## src/rtl/hyperbus_trans_arb.sv

```systemverilog
// hyperbus_trans_arb: round-robin AR/AW arbiter feeding the HyperBus PHY
// command port with one transaction in flight at a time.
//
// Ports:
//   clk_i, rst_i                 clock, synchronous active-high reset
//   ar_*_i / ar_ready_o          AXI read address request and accept
//   aw_*_i / aw_ready_o          AXI write address request and accept
//   trans_*_o / trans_ready_i    PHY command handshake and fields
//   cfg_valid_o/addr_o/size_o    one-cycle config strobe to splitter/packer
//   rd_done_i, wr_done_i         burst completion per direction
//   busy_o                       command captured or in flight
//   timeout_o                    one-cycle pulse on watchdog expiry
module hyperbus_trans_arb #(
    parameter int AddrWidth      = 32,
    parameter int BurstLength    = 8,
    parameter int SplitAddrWidth = 3,
    parameter int TimeoutCycles  = 1024
) (
    input  logic                      clk_i,
    input  logic                      rst_i,
    input  logic                      ar_valid_i,
    output logic                      ar_ready_o,
    input  logic [AddrWidth-1:0]      ar_addr_i,
    input  logic [BurstLength-1:0]    ar_len_i,
    input  logic [2:0]                ar_size_i,
    input  logic                      aw_valid_i,
    output logic                      aw_ready_o,
    input  logic [AddrWidth-1:0]      aw_addr_i,
    input  logic [BurstLength-1:0]    aw_len_i,
    input  logic [2:0]                aw_size_i,
    output logic                      trans_valid_o,
    input  logic                      trans_ready_i,
    output logic [AddrWidth-1:0]      trans_addr_o,
    output logic [BurstLength-1:0]    trans_len_o,
    output logic                      trans_write_o,
    output logic                      cfg_valid_o,
    output logic [SplitAddrWidth-1:0] cfg_addr_o,
    output logic [2:0]                cfg_size_o,
    input  logic                      rd_done_i,
    input  logic                      wr_done_i,
    output logic                      busy_o,
    output logic                      timeout_o
);

    localparam int TimerWidth =
        (TimeoutCycles > 0) ? $clog2(TimeoutCycles + 1) : 1;
    localparam logic [TimerWidth-1:0] TimerLast =
        TimerWidth'((TimeoutCycles > 0) ? TimeoutCycles - 1 : 0);
    localparam bit WdogEn = (TimeoutCycles != 0);

    typedef enum logic [1:0] {
        S_IDLE,
        S_ISSUE,
        S_WAIT
    } state_t;

    state_t                  r_state;
    logic                    r_rr;     // 0: read favoured, 1: write favoured
    logic [AddrWidth-1:0]    r_addr;
    logic [BurstLength-1:0]  r_len;
    logic [2:0]              r_size;
    logic                    r_write;
    logic [TimerWidth-1:0]   r_timer;

    logic w_idle;
    logic w_gnt_rd;
    logic w_gnt_wr;
    logic w_trans_hs;
    logic w_done;
    logic w_expire;

    assign w_idle   = (r_state == S_IDLE);
    // Read wins when alone or when both request and read is favoured.
    assign w_gnt_rd = ar_valid_i && (!aw_valid_i || !r_rr);
    assign w_gnt_wr = aw_valid_i && !w_gnt_rd;

    assign w_trans_hs = (r_state == S_ISSUE) && trans_ready_i;
    // Only the completion of the direction in flight counts.
    assign w_done     = (r_state == S_WAIT) &&
                        (r_write ? wr_done_i : rd_done_i);
    assign w_expire   = WdogEn && (r_state == S_WAIT) &&
                        (r_timer == TimerLast) && !w_done;

    assign ar_ready_o    = w_idle && w_gnt_rd;
    assign aw_ready_o    = w_idle && w_gnt_wr;
    assign trans_valid_o = (r_state == S_ISSUE);
    assign trans_addr_o  = r_addr;
    assign trans_len_o   = r_len;
    assign trans_write_o = r_write;
    assign cfg_valid_o   = w_trans_hs;
    assign cfg_addr_o    = r_addr[SplitAddrWidth-1:0];
    assign cfg_size_o    = r_size;
    assign busy_o        = !w_idle;
    assign timeout_o     = w_expire;

    always_ff @(posedge clk_i) begin
        if (rst_i) begin
            r_state <= S_IDLE;
            r_rr    <= 1'b0;
            r_addr  <= '0;
            r_len   <= '0;
            r_size  <= '0;
            r_write <= 1'b0;
            r_timer <= '0;
        end else begin
            unique case (r_state)
                S_IDLE: begin
                    if (w_gnt_rd || w_gnt_wr) begin
                        r_addr  <= w_gnt_rd ? ar_addr_i : aw_addr_i;
                        r_len   <= w_gnt_rd ? ar_len_i  : aw_len_i;
                        r_size  <= w_gnt_rd ? ar_size_i : aw_size_i;
                        r_write <= w_gnt_wr;
                        r_state <= S_ISSUE;
                    end
                end
                S_ISSUE: begin
                    if (trans_ready_i) begin
                        r_timer <= '0;
                        r_state <= S_WAIT;
                    end
                end
                S_WAIT: begin
                    if (w_done) begin
                        r_rr    <= !r_write;
                        r_state <= S_IDLE;
                    end else if (w_expire) begin
                        r_rr    <= !r_rr;
                        r_state <= S_IDLE;
                    end else if (r_timer != '1) begin
                        r_timer <= r_timer + 1'b1;
                    end
                end
                default: r_state <= S_IDLE;
            endcase
        end
    end

endmodule

```

## config.mk

```make
export PLATFORM = sky130hd
export DESIGN_NAME = hyperbus_trans_arb
export DESIGN_NICKNAME = d
export VERILOG_FILES = /design/src/rtl/hyperbus_trans_arb.sv
export SDC_FILE = /design/constraint.sdc
export NUM_CORES = 1
export LEC_CHECK = 0
export BUFFER_PORTS_ARGS = -buffer_cell sky130_fd_sc_hd__buf_2
export CAP_MARGIN = 5
export CORE_MARGIN = 2
export CORE_UTILIZATION = 43
export CTS_CLUSTER_SIZE = 12
export DETAILED_ROUTE_END_ITERATION = 7
export PLACE_DENSITY = 0.83
export SLEW_MARGIN = 20
export SYNTH_ARGS = -nofsm -noshare
export SYNTH_HDL_FRONTEND = slang
export SYNTH_SLANG_ARGS = --single-unit
```

## constraint.sdc

```tcl
create_clock -name clk_i -period 1.8 [get_ports clk_i]
set_input_delay 0.18 -clock clk_i [delete_from_list [all_inputs] [get_ports clk_i]]
set_output_delay 0.18 -clock clk_i [all_outputs]
set_load 0.005 [all_outputs]
```

* After elaboration in Yosys (flattened, before gate mapping)
Cells that the tools add are included.
** Word-level totals
- Register bits after elaboration :: 58
** Operators by class
- Add/sub/neg operators :: 1
- Reduce and logical (&&, ||, !) cells :: 23
- Multiplexer cells :: 16
- Eq/ne operators :: 10
** Operators by type and width (number)
- $mux W11 :: 4
- $mux W32 :: 1
- $pmux W11 S2 :: 1
- $add A11 B1 Y11 const B :: 1
- $eq A11 B10 Y1 const B :: 1
- $ne A11 B11 Y1 const B :: 1
- $logic_and A1 B1 Y1 :: 8
- $mux W2 :: 4
- $mux W8 :: 1
- $logic_not A1 Y1 :: 6
- $ne A2 B1 Y1 const B :: 3
- $pmux W2 S3 :: 1
- $reduce_and A5 Y1 :: 1
- $ne A2 B2 Y1 const B :: 2
- $reduce_and A2 Y1 :: 2
- $reduce_bool A2 Y1 :: 2
- $mux W1 :: 3
- $mux W3 :: 1
- $ne A3 B3 Y1 const B :: 1
- $reduce_and A3 Y1 :: 1
- $eq A2 B1 Y1 const B :: 1
- $eq A2 B2 Y1 const B :: 1
- $logic_not A2 Y1 :: 1
- $logic_or A1 B1 Y1 :: 2

* Logic depth before layout (Yosys ltp)
- Word-level depth :: 8
- Mapped depth :: 6

* Worst setup path before layout
No wires, ideal clock.
- Path type :: register -> register
- Start :: reg r_write (netlist: trans_write_o)
- End :: reg r_timer[5]
- Path buffers :: 0
- Required time :: 1.726 ns
- Setup time :: 0.074 ns
- Clock period less this slack :: 1.487 ns
- Setup slack :: 0.313 ns
- Stages on the path, launching flop included :: 5
- Arrival time :: 1.412 ns
- Path through :: dfxtp_1 mux2i_1 a21oi_4 or4_1 a31oi_1
** Between the ends
- Word-level cells in the longest chain between the ends :: 6
- Elaborated cells on any way between the ends :: 7
- Classes of those cells :: eq/ne (2); mux (1); reduce/logical (4)
** Ends and longest elaborated chain
- start: declaration :: line 62 : logic r_write;
- start signal: assignment :: line 112 : r_write <= w_gnt_wr;
- $mux W1 * :: line 80 : (r_write ? wr_done_i : rd_done_i);
- $logic_and A1 B1 Y1 * :: line 79 : assign w_done = (r_state == S_WAIT) &&
- $logic_not A1 Y1 :: line 82 : (r_timer == TimerLast) && !w_done;
- $logic_and A1 B1 Y1 :: line 82
- $ne A2 B2 Y1 (no line)
- $reduce_and A5 Y1 (no line) *
- end signal: assignment :: line 130 : r_timer <= r_timer + 1'b1;
- end: declaration :: line 63 : logic [TimerWidth-1:0] r_timer;
Mark *: on every way between the ends. The rest lies on a longest branch, timed or not.
A chain may end at the register's enable or synchronous reset.

* Worst setup path after layout
- Start :: reg r_timer[6]
- End :: out timeout_o
** Between the ends
- Word-level cells in the longest chain between the ends :: 3
** Ends and longest elaborated chain
- $eq A11 B10 Y1 :: line 82
- $logic_and A1 B1 Y1 :: line 81 : assign w_expire = WdogEn && (r_state == S_WAIT) &&
- $logic_and A1 B1 Y1 :: line 82
- end: declaration :: line 42 : output logic timeout_o
Every way passes these cells.

==> summary.txt <==
Timing
  • Hold Worst Slack: 0.188 ns
  • Fmax: 583 MHz
  • Worst-margin pin slew: 0.575 ns
  • # setup viols final: 0
  • Fin. Hold Viols: 0
  • Final min period: 1.72 ns
  • Final period util: 95.3%
  • Slew Viols, Final: 0
  • Setup_tns: 0 ns
  • Clk_skew: 0.00732 ns
  • Relative slew slack: 61.7%

Worst setup path
  • Worst setup path category: reg -> out
  • WP data arrival: 1.54 ns
  • Delay-heaviest family, CP: simple AND/OR/NAND/NOR gates
  • CP Launch Type: flop
  • Critical-path cell list: nand4_4, nor4_4, nor2b_1, buf_2
  • WP buf/inv: 1
  • Critical Path Fanout Max: 7
  • Critical Path Slowest Stage Cell: dfxtp_1
  • Req. time, crit path: 1.62 ns
  • Critical Path Max Stage Delay: 0.43 ns
  • Critical path capture point type: output port

Floorplan
  • Die X: 83.4 µm
  • Initial Util: 45.0%
  • Ports: 146
  • Full die area: 6960 µm²
  • Rows: 28
  • Core Area: 6030 µm²
  • Die height: 83.4 µm

Placed design
  • Port buffer count: 145
  • Dpl hpwl: 5.20 mm
  • Gp weighted congestion: 0.799

Global routing
  • Total GRT Usage: 19.5%
  • Number of antenna violations at the first check in global routing: 0
  • First-pass GRT wire length: 11.1 mm
  • Number of global-route vias before repair: 2573
  • Grt ovf: 0
  • Largest net degree at the start of global routing: 49

Final layout
  • Multi-input logic area: 1460 µm²
  • Layout area overhead: 39.0%
  • Layout cells sized above 1: 41.3%
  • Final nets: 525
  • Fin util: 62.6%
  • Register Area: 1170 µm²
  • Layout fillers: 523
  • # diodes: 0
  • Commonest cells after routing, fill and taps aside: 145 x buf_2, 52 x dfxtp_1, 48 x nor2_1
  • Leading cell type in the layout, fill and taps excluded: buf_2

Route
  • TritonRoute pass-1 iters: 4
  • WL per Instance: 13.4 µm
  • DRC Markers: 0
  • Initial detailed-routing violation count: 63
  • Post-Route WL: 6.86 mm
  • Vias per cell: 5.21
  • Detail Route Antenna Nets: 0
  • Routed vias: 2664

Clock network
  • Clk pin slew, worst setup/hold paths: 0.07 ns
  • Num CTS Buffers: 9
  • H-tree depth: 3
  • Clk buf depth: 2
  • CTS Hold Bufs: 0
  • Worst skew pair latency: 0.33 ns
  • CTS sink count: 58
  • CTS tree: built
  • CTS root buffer: clkbuf_8

Status
  • Outcome: completed

Pwr
  • PwrDens: 925 nW/µm²
  • Tot Pwr: 3490 µW
  • Peak VDD IR: 729 µV
  • Lkg Pwr: 0.00180 µW

Synthesis
  • Cell variety after synth: 38
  • Flops & latches, synth: 58
  • Mapped cell area: 2710 µm²
  • Seq/Total Area, Yosys: 42.8%
  • Syn Area/Cell: 9.26 µm²
  • Async set-reset flop share out of synthesis: 0%
  • Top_reg_cell synth: dfxtp_1
  • Post-Synthesis Cells: 293
  • Post-synth EDFFs: 0
  • Yosys warnings: 0
  • Post-Syn Nets: 387

Job
  • Max cap viols: 0

Worst hold path
  • Min-delay worst type: in -> reg
-- state kept, by name (all words and copies together) (netlist names) --
| name | flops |
|---|---|
| r_rr | 1 |
| trans_addr_o | 32 |
| r_state | 2 |
| r_timer | 11 |
| trans_write_o | 1 |
| cfg_size_o | 3 |
| trans_len_o | 8 |
-- metal layers --
metal  vias up  wire (µm)  global-route usage [%]
met5         -          0                       0
met4         0         70                    6.45
met3         8        438                    7.26
met2        99       3530                    36.2
met1      1210       2810                    20.0
li1       1347          -                       -
-- final timing paths --
check	to	depth (start not counted)	start	slack (ns)
max reg2reg	r_timer[5]	4	trans_write_o	0.10
min	cfg_size_o[2]	3	aw_size_i[2]	0.19
min reg2reg	trans_addr_o[26]	2	trans_addr_o[26]	0.50
max	timeout_o	4	r_timer[6]	0.08
-- worst register-to-register path, cell delays in order (launching register included) --
cell and delay (ns):
dfxtp_1 0.37, mux2i_1 0.38, a21oi_4 0.19, or4_1 0.49, a31oi_1 0.18
-- power by group --
| part | total (µW) | internal [µW] | leakage, µW | switching (µW) |
|---|---|---|---|---|
| clock | 1310 | 813 | 0.000109 | 497 |
| combinational | 696 | 344 | 0.00121 | 352 |
| sequential | 1480 | 1410 | 0.000482 | 69.8 |
| total | 3490 | 2570 | 0.00180 | 918 |
-- cell usage after synthesis (4+ instances only) --
master | instances | area share [%]
a211oi_1 | 43 | 12
a21oi_1 | 10 | 1.8
buf_2 | 10 | 1.8
buf_4 | 4 | 1.1
clkbuf_1 | 11 | 1.5
dfxtp_1 | 58 | 43
mux2i_1 | 46 | 17
nand2_1 | 5 | 0.69
nor2_1 | 48 | 6.6
nor3_1 | 5 | 0.92
o31ai_1 | 6 | 1.7
or3_1 | 6 | 1.4
or4_1 | 4 | 1.1
-- logic make-up after synthesis --
kind of cell | share of synthesized area, %
simple gates | 16.8
compound gates | 17.6
flops | 42.8
mux | 17.0
buf+inv | 5.03
xor+xnor | 0.323
fa+ha+maj | 0.461
-- through the flow --
stage | setup slack (ns) | area, µm² | cells
2_1_floorplan | 0.313 | 2710 | 293
3_3_place_gp | 0.224 | 3510 | 493
3_5_place_dp | 0.125 | 3510 | 493
4_1_cts | 0.0175 | 3760 | 511
5_1_grt | -0.000139 | 3770 | 511
6_report | 0.0843 | 3770 | 511
-- cell type report --
class	instances	share of cell area [%]
multi-input cells	206	38.6
flip-flops and latches	58	31.0
repair buffers	153	21.8
clock buffers	11	3.75
well taps	75	2.49
clock inverters	5	2.06
inverters	3	0.299
-- what timing repair did --
| action | 4_1_cts | 5_1_grt |
|---|---|---|
| setup buffers | 2 | 0 |
| endpoints found under the setup margin | 1 | 3 |
| pin swaps | 2 | 1 |
| gates resized for setup | 4 | 5 |
Note: power is estimated with default switching activity, not from simulation.
